## config.mk

```make
export PLATFORM = sky130hd
export DESIGN_NAME = dmem_responder
export DESIGN_NICKNAME = d
export VERILOG_FILES = /design/src/rtl/dmem_responder.sv
export SDC_FILE = /design/constraint.sdc
export NUM_CORES = 2
export LEC_CHECK = 0
export CAP_MARGIN = 10
export CORE_ASPECT_RATIO = 0.75
export CORE_UTILIZATION = 25
export CTS_BUF_LIST = sky130_fd_sc_hd__clkbuf_8 sky130_fd_sc_hd__clkbuf_16
export DETAILED_ROUTE_END_ITERATION = 16
export SYNTH_ARGS = -nofsm -noshare
export SYNTH_HDL_FRONTEND = slang
export SYNTH_SLANG_ARGS = --single-unit
```

## constraint.sdc

```tcl
create_clock -name clk -period 2.9 [get_ports clk]
set_input_delay 0.58 -clock clk [delete_from_list [all_inputs] [get_ports clk]]
set_output_delay 0.58 -clock clk [all_outputs]
set_load 0.1 [all_outputs]
```

## src/rtl/dmem_responder.sv

```systemverilog
// Single-port 64-bit data memory responder: valid/ready request, fixed wait states, held response.
// state | meaning
// IDLE  | ready for a request
// WAIT  | counting wait states for the accepted request
// RESP  | response held until rsp_ready
module dmem_responder #(
  parameter int DEPTH       = 32,
  parameter int WAIT_CYCLES = 2
) (
  input  logic        clk,
  input  logic        rst_n,
  input  logic        req_valid,
  output logic        req_ready,
  input  logic        req_write,
  input  logic [7:0]  req_addr,
  input  logic [63:0] req_wdata,
  output logic        rsp_valid,
  input  logic        rsp_ready,
  output logic [63:0] rsp_rdata,
  output logic        rsp_err
);

  typedef enum logic [1:0] {IDLE, WAIT, RESP} state_t;

  localparam logic [3:0] WAIT_LOAD = 4'(WAIT_CYCLES - 1);
  localparam logic [5:0] DEPTH_L   = 6'(DEPTH);

  state_t      state_q, state_d;
  logic [3:0]  cnt_q, cnt_d;
  logic        write_q, write_d;
  logic [7:0]  addr_q, addr_d;
  logic [63:0] wdata_q, wdata_d;
  logic [63:0] rdata_q, rdata_d;
  logic        err_q, err_d;
  logic [63:0] mem_q [DEPTH];

  logic        cur_write;
  logic [7:0]  cur_addr;
  logic [63:0] cur_wdata;
  logic [4:0]  cur_idx;
  logic        cur_err;
  logic [63:0] rd_word;
  logic        enter_resp;
  logic        mem_we;

  // With zero wait states RESP is entered on the acceptance edge, so the live inputs are used.
  always_comb begin
    cur_write = (state_q == IDLE) ? req_write : write_q;
    cur_addr  = (state_q == IDLE) ? req_addr  : addr_q;
    cur_wdata = (state_q == IDLE) ? req_wdata : wdata_q;
    cur_idx   = cur_addr[7:3];
    cur_err   = (cur_addr[2:0] != 3'd0) || ({1'b0, cur_idx} >= DEPTH_L);
    rd_word   = '0;
    for (int i = 0; i < DEPTH; i++) begin
      if (cur_idx == 5'(i)) rd_word = mem_q[i];
    end
  end

  always_comb begin
    state_d    = state_q;
    cnt_d      = cnt_q;
    write_d    = write_q;
    addr_d     = addr_q;
    wdata_d    = wdata_q;
    rdata_d    = rdata_q;
    err_d      = err_q;
    enter_resp = 1'b0;
    case (state_q)
      IDLE: begin
        if (req_valid) begin
          write_d = req_write;
          addr_d  = req_addr;
          wdata_d = req_wdata;
          if (WAIT_CYCLES == 0) begin
            state_d    = RESP;
            enter_resp = 1'b1;
          end else begin
            state_d = WAIT;
            cnt_d   = WAIT_LOAD;
          end
        end
      end
      WAIT: begin
        if (cnt_q == 4'd0) begin
          state_d    = RESP;
          enter_resp = 1'b1;
        end else begin
          cnt_d = cnt_q - 4'd1;
        end
      end
      RESP: begin
        if (rsp_ready) begin
          state_d = IDLE;
          rdata_d = '0;
          err_d   = 1'b0;
        end
      end
      default: state_d = IDLE;
    endcase
    if (enter_resp) begin
      err_d   = cur_err;
      rdata_d = (cur_err || cur_write) ? 64'd0 : rd_word;
    end
  end

  assign mem_we    = enter_resp && cur_write && !cur_err;
  assign req_ready = (state_q == IDLE) && rst_n;
  assign rsp_valid = (state_q == RESP);
  assign rsp_rdata = rdata_q;
  assign rsp_err   = err_q;

  always_ff @(posedge clk or negedge rst_n) begin
    if (!rst_n) begin
      state_q <= IDLE;
      cnt_q   <= '0;
      write_q <= 1'b0;
      addr_q  <= '0;
      wdata_q <= '0;
      rdata_q <= '0;
      err_q   <= 1'b0;
    end else begin
      state_q <= state_d;
      cnt_q   <= cnt_d;
      write_q <= write_d;
      addr_q  <= addr_d;
      wdata_q <= wdata_d;
      rdata_q <= rdata_d;
      err_q   <= err_d;
    end
  end

  always_ff @(posedge clk or negedge rst_n) begin
    if (!rst_n) begin
      for (int i = 0; i < DEPTH; i++) mem_q[i] <= '0;
    end else if (mem_we) begin
      for (int i = 0; i < DEPTH; i++) begin
        if (cur_idx == 5'(i)) mem_q[i] <= cur_wdata;
      end
    end
  end

endmodule

```

==> summary.md <==
| Metric | Value |
|---|---|
| Leak Pwr | 0.0529 uW |
| Setup ws final | -73.9 ps |
| P&R area growth vs syn | 28.4% |
| Mapped Nets | 9566 |
| Clk slew on worst S/H paths | 70 ps |
| Comb power frac | 36.1% |
| Skew-Pair Late Insertion Delay | 920 ps |
| Net Switching | 38200 uW |
| Mapped cell area | 92500 sq um |
| Clock Sinks | 2192 |
| Post-DP HPWL | 255000 microns |
| CP endpoint kind | register |
| Switch share | 37.9% |
| Post-route minimum period | 2970 ps |
| Delay-heaviest family, CP | simple AND/OR/NAND/NOR gates |
| Pint | 62500 uW |
| IO buf count | 143 |
| Pwr dens | 848 nW/um^2 |
| Fin cells | 15003 |
| Peak supply drop | 0.000804 V |
| Fin nets | 10044 |
| Layout cells sized above 1 | 18.3% |
| CP dominant cell by count | buf_12 |
| Number of buffers created by CTS | 203 |
| Crit-path max FO | 10 |
| Routed via count | 79159 |
| 1st-pass router iterations | 7 |
| YS warnings | 0 |
| I/O pin total | 144 |
| Final setup violation count | 69 |
| Syn avg cell area | 9.75 sq um |
| GRT Overall Usage | 19.8% |
| Failing checks | hold timing, setup timing |
| Seq pwr share | 36.2% |
| Fmax | 336 MHz |
| Max clock buf depth | 4 |
| Clk pwr share | 27.7% |
| EDFF count, synth | 0 |
| Initial Util | 25.1% |
| Drt wl/cell | 26.2 microns |
| Worst-margin pin slew | 1080 ps |
| Sequential share of the synthesized area | 59.3% |
| Vias in the first global route | 73567 |
| WHS | -67.1 ps |
| Fin area | 119000 sq um |
| Bufs and invs on worst path | 5 |
| FFs w/ async S/R, synth | 100% |
| WP data required | 3730 ps |
| Most frequent cells in the layout | 2191 x dfrtp_1, 1430 x a21oi_1, 1350 x nor2_1, 946 x nand2_1, 782 x o21ai_0 |
| Worst r2r src | state_q[0] |
| Antenna Nets Post-Route | 0 |
| Routed WL | 393000 microns |
| Ys flop type | dfrtp_1 |
| Clock root buffer | clkbuf_16 |
| Number of antenna violations at the first check in global routing | 19 |
| Filler instances | 37182 |
| Die Span X | 704 microns |
| Unrepaired setup endpoints after global routing | yes |
| Die Ht | 529 microns |
| Worst Hold Class | primary input to async pin |
| Final hold viol count | 14 |
| Pins over their slew limit | 0 |
| Overflow after GRT | 0 |
| Outcome | complete, but fails checks |
| CTS tree | yes |
| Crit share post-route | 103% |
| Most common cell after layout, fill and taps aside | dfrtp_1 |
| Vias per cell | 5.28 |
| Crit-path slowest cell | or4b_4 |
| Worst path max stage delay | 520 ps |
| Yosys cell types | 78 |
| Worst Setup Start Kind | register |
| Placed instance area | 109000 sq um |
| Htree depth | 4 |
| Clock skew | 75.6 ps |
| Gpl congestion | 0.907 |
| First-pass GRT wire length | 546000 microns |
| # DRC | 0 |
| Placed Instances | 14505 |
| Yosys reg bits | 2192 |
| Initial drt markers | 10539 |
| Worst Path Arrival | 3800 ps |
| Critical path class | register to register |
| Cell chain of the critical path | buf_12 -> or4b_4 -> o21a_1 -> buf_12 -> buf_12 -> nor3_4 -> buf_4 -> clkbuf_16 -> a221oi_1 -> and3_1 -> a31oi_1 |
| Slew HR | 27.8% |
| Full die area | 372000 sq um |
| Max_cap viols | 0 |
| Critical path origin | state_q[0] |
| Mapped Cells | 9488 |
| Core area | 368000 sq um |
| Row count | 193 |
| Maximum number of pins on one net before global-route repair | 172 |
==> cell families (layout without fill, tap and decap cells) <==
logic type | Yosys count | in the layout | synth area share (%)
flops | 2192 | 2192 | 59.3
buf+inv | 982 | 1610 | 4.76
simple gates | 2850 | 2850 | 13.0
other cells | 0 | 12 | 0
mux | 142 | 142 | 1.64
compound gates | 3321 | 3321 | 21.2
fa+ha+maj | 1 | 1 | 0.0135
==> metal layers <==
layer	global-route usage, %	up-vias	share of wire [%]
li1	-	34453	-
met1	28.8	39444	42
met2	28.8	4527	42
met3	4.83	735	12
met4	6.39	0	3.9
met5	0	-	0
==> cell usage after synthesis, types with 10 or more instances <==
master	count	area (sq um)
a2111oi_0	31	272
a211oi_1	36	270
a21oi_1	1437	7190
a221oi_1	72	631
a222oi_1	65	651
a22o_1	58	508
a22oi_1	519	3900
a31oi_1	16	100
a32oi_1	18	158
and2_1	15	93.8
and3_1	100	626
buf_1	18	67.6
buf_2	376	1880
buf_4	57	428
clkbuf_1	507	1900
dfrtp_1	2192	54900
inv_1	19	71.3
mux2_2	74	833
mux2i_1	68	681
nand2_1	965	3620
nand3_1	141	706
nand4_1	96	601
nand4b_1	31	272
nor2_1	1371	5150
nor3_1	14	70.1
nor3_2	10	100
nor4_1	55	344
o2111ai_1	10	87.6
o211ai_1	16	120
o21a_1	14	105
o21ai_0	792	3960
o21ai_1	104	521
o221ai_1	25	219
o22ai_1	26	163
o2bb2ai_1	12	105
o31a_1	19	166
==> area by class of cell <==
| type | count | area (sq um) | share of cell area, % |
|---|---|---|---|
| Tap cell | 4875 | 6100 | 5.14 |
| Timing Repair Buffer | 1236 | 16000 | 13.5 |
| Inverter | 19 | 71.3 | 0.0601 |
| Clock buffer | 251 | 5760 | 4.86 |
| Clock inverter | 104 | 901 | 0.759 |
| Multi-Input combinational cell | 6314 | 35000 | 29.5 |
| Sequential cell | 2192 | 54900 | 46.2 |
| Antenna cell | 12 | 30.0 | 0.0253 |
==> sequential cells by signal, indices dropped and copies added, names as in the netlist <==
| name | cells |
|---|---|
| addr_q | 8 |
| cnt_q | 4 |
| mem_q | 2048 |
| rsp_err | 1 |
| rsp_rdata | 64 |
| state_q | 2 |
| wdata_q | 64 |
| write_q | 1 |
==> repair_timing <==
action | CTS | global route
hold buffers | 6 | 0
resized for setup | 82 | 198
endpoints found under the setup margin | 238 | 521
buffers inserted | 32 | 60
pin swaps | 27 | 81
gates cloned | 8 | 27
endpoints found under the hold margin | 31 | 0
==> worst register-to-register path: stages (launching register included) <==
cell and delay, ps:
dfrtp_2 440, buf_12 160, or4b_4 520, o21a_1 150
buf_12 160, buf_12 140, nor3_4 350, buf_4 260
clkbuf_16 220, a221oi_1 90, and3_1 230, a31oi_1 180
==> power groups by stage <==
stage,registers [uW],logic [uW],clock network (uW)
2_1_floorplan,36400,14200,0
3_3_place_gp,36800,33100,0
3_5_place_dp,36900,33300,0
4_1_cts,36300,34200,28100
5_1_grt,36800,37400,29300
6_report,36400,36400,27900
==> path summary, 6_finish.rpt <==
kind                                     end  slack (ps)  depth (start not counted)
max in group asynchronous         mem_q[385]         800                          5
worst max-delay path            rsp_rdata[2]         -70                         11
worst min register to register    mem_q[300]         470                          2
worst min-delay path              mem_q[921]         -70                          2
min in group clk                  state_q[1]         280                          2
worst max register to register  rsp_rdata[2]         -70                         11
==> stage by stage <==
step           TNS (ps)  util [%]  setup WS [ps]  total power, uW
2_1_floorplan         0         -            126            50600
6_report          -1460      32.2          -73.9           101000
3_3_place_gp    -959320      29.5          -1030            69900
3_5_place_dp   -1010790      29.5          -1050            70200
5_1_grt           -8760      32.2           -138           104000
4_1_cts            -795      31.6          -93.5            98600
Note: power is estimated with default switching activity, not from simulation.
==> RTL edit (same settings) <==
Set the parameter `DEPTH` to 16 (it was 32).
--- a/src/rtl/dmem_responder.sv
+++ b/src/rtl/dmem_responder.sv
@@ -6,3 +6,3 @@
 module dmem_responder #(
-  parameter int DEPTH       = 32,
+  parameter int DEPTH       = 16,
   parameter int WAIT_CYCLES = 2
Check against the original RTL: not settled (the Yosys comparison gave no result); the edit may change what the design does.
==> RTL edit against the original RTL <==
Largest power group is now combinational cells. Area after synthesis is 44% lower. Wire length shrank 46%. Design area is 44% lower. First-iteration DRC count is 50% lower. Power decreased by 36%. Critical path type unchanged. Worst setup slack improved by 0.10 ns. Sequential power shrank 49%. Sequential cell count down 1024.
==> RTL edit: results (changes against the original RTL) <==
status: "finished clean"
ys_seq_area_share_pct: 56.6  # -2.7 points
grt_pass1_wl_um: 303000  # -45%
antenna_cells: 4  # -8
cpPeakStageDelay_ns: 0.58  # +0.06 ns
multi_input_area_mm2: 0.0205  # -41%
vias: 45632  # -42%
dpl.cell_count: 8389  # -42%
reg2reg_slack_ns: 0.03  # +0.10 ns
final_cells: 8665  # -42%
synth_fp_nets: 5487  # -43%
htreeDepth: 3  # -1
netSwitchingFraction_pct: 41.7  # +3.8 points
fillers: 20627  # -45%
p_leak_nw: 29.3  # -45%
gr-usage-all-layers_pct: 19.5  # -0.31 points
regArea_mm2: 0.0292  # -47%
antenna_found_initial: 8  # -11
inverters: 6  # -13
slowest_stage: "or4_1"
syn_avg_cell_area_um2: 9.54  # -2.1%
gp_congestion: 0.919  # +1.3%
finalClockSkew_ns: 0.0262  # -0.0493 ns
n_clock_buffer: 148  # -41%
holdWs_ns: 0.0490  # +0.116 ns
## RTL edit: logic make-up after synthesis
kind of cell    after synthesis  share of synthesized area (%)
flops                      1168                           56.6
compound gates             1992                           22.4
simple gates               1525                           11.8
fa+ha+maj                     1                         0.0242
mux                         209                           4.26
xor+xnor                      2                         0.0340
buf+inv                     512                           4.90
## RTL edit: power by group through the flow
stage,clock network [mW],logic (mW),registers [mW]
2_1_floorplan,0,12.3,18.9
3_3_place_gp,0,27.0,18.7
3_5_place_dp,0,27.2,18.8
4_1_cts,16.1,27.7,18.5
5_1_grt,16.8,30.5,18.7
6_report,15.9,29.7,18.5
## RTL edit: timing repair
action / 4_1_cts / 5_1_grt
buffers inserted: 17 / 24
setup endpoints to repair: 352 / 449
gates cloned: 1 / 9
pin swaps: 5 / 17
resized for setup: 26 / 95
endpoints found under the hold margin: 11 / 0
hold buffers: 3 / 0
## RTL edit: stage by stage
step / area, um^2 / power, mW
2_1_floorplan: 51600 / 31.2
3_3_place_gp: 61300 / 45.8
3_5_place_dp: 61300 / 46.0
4_1_cts: 65600 / 62.4
5_1_grt: 66500 / 66.0
6_report: 66500 / 64.1
## RTL edit: worst max-delay path by stage
stage	from	to	slack [ns]
after floorplan	state_q[0]	req_ready	0.10
after global placement	req_addr[7]	mem_q[1023]	-0.84
after detailed placement	req_addr[3]	mem_q[1009]	-0.88
after CTS	state_q[0]	req_ready	-0.008
after global routing	state_q[1]	rsp_rdata[16]	-0.05
final	state_q[1]	rsp_rdata[21]	0.03
## RTL edit: per-layer routing
layer | GRT usage (%) | part of all wire (%) | vias to the layer above
met5 | 0 | 0.026 | -
met4 | 5.39 | 3.2 | 8
met3 | 5.37 | 11 | 421
met2 | 28.6 | 42 | 2454
met1 | 27.9 | 43 | 22775
li1 | - | - | 19974
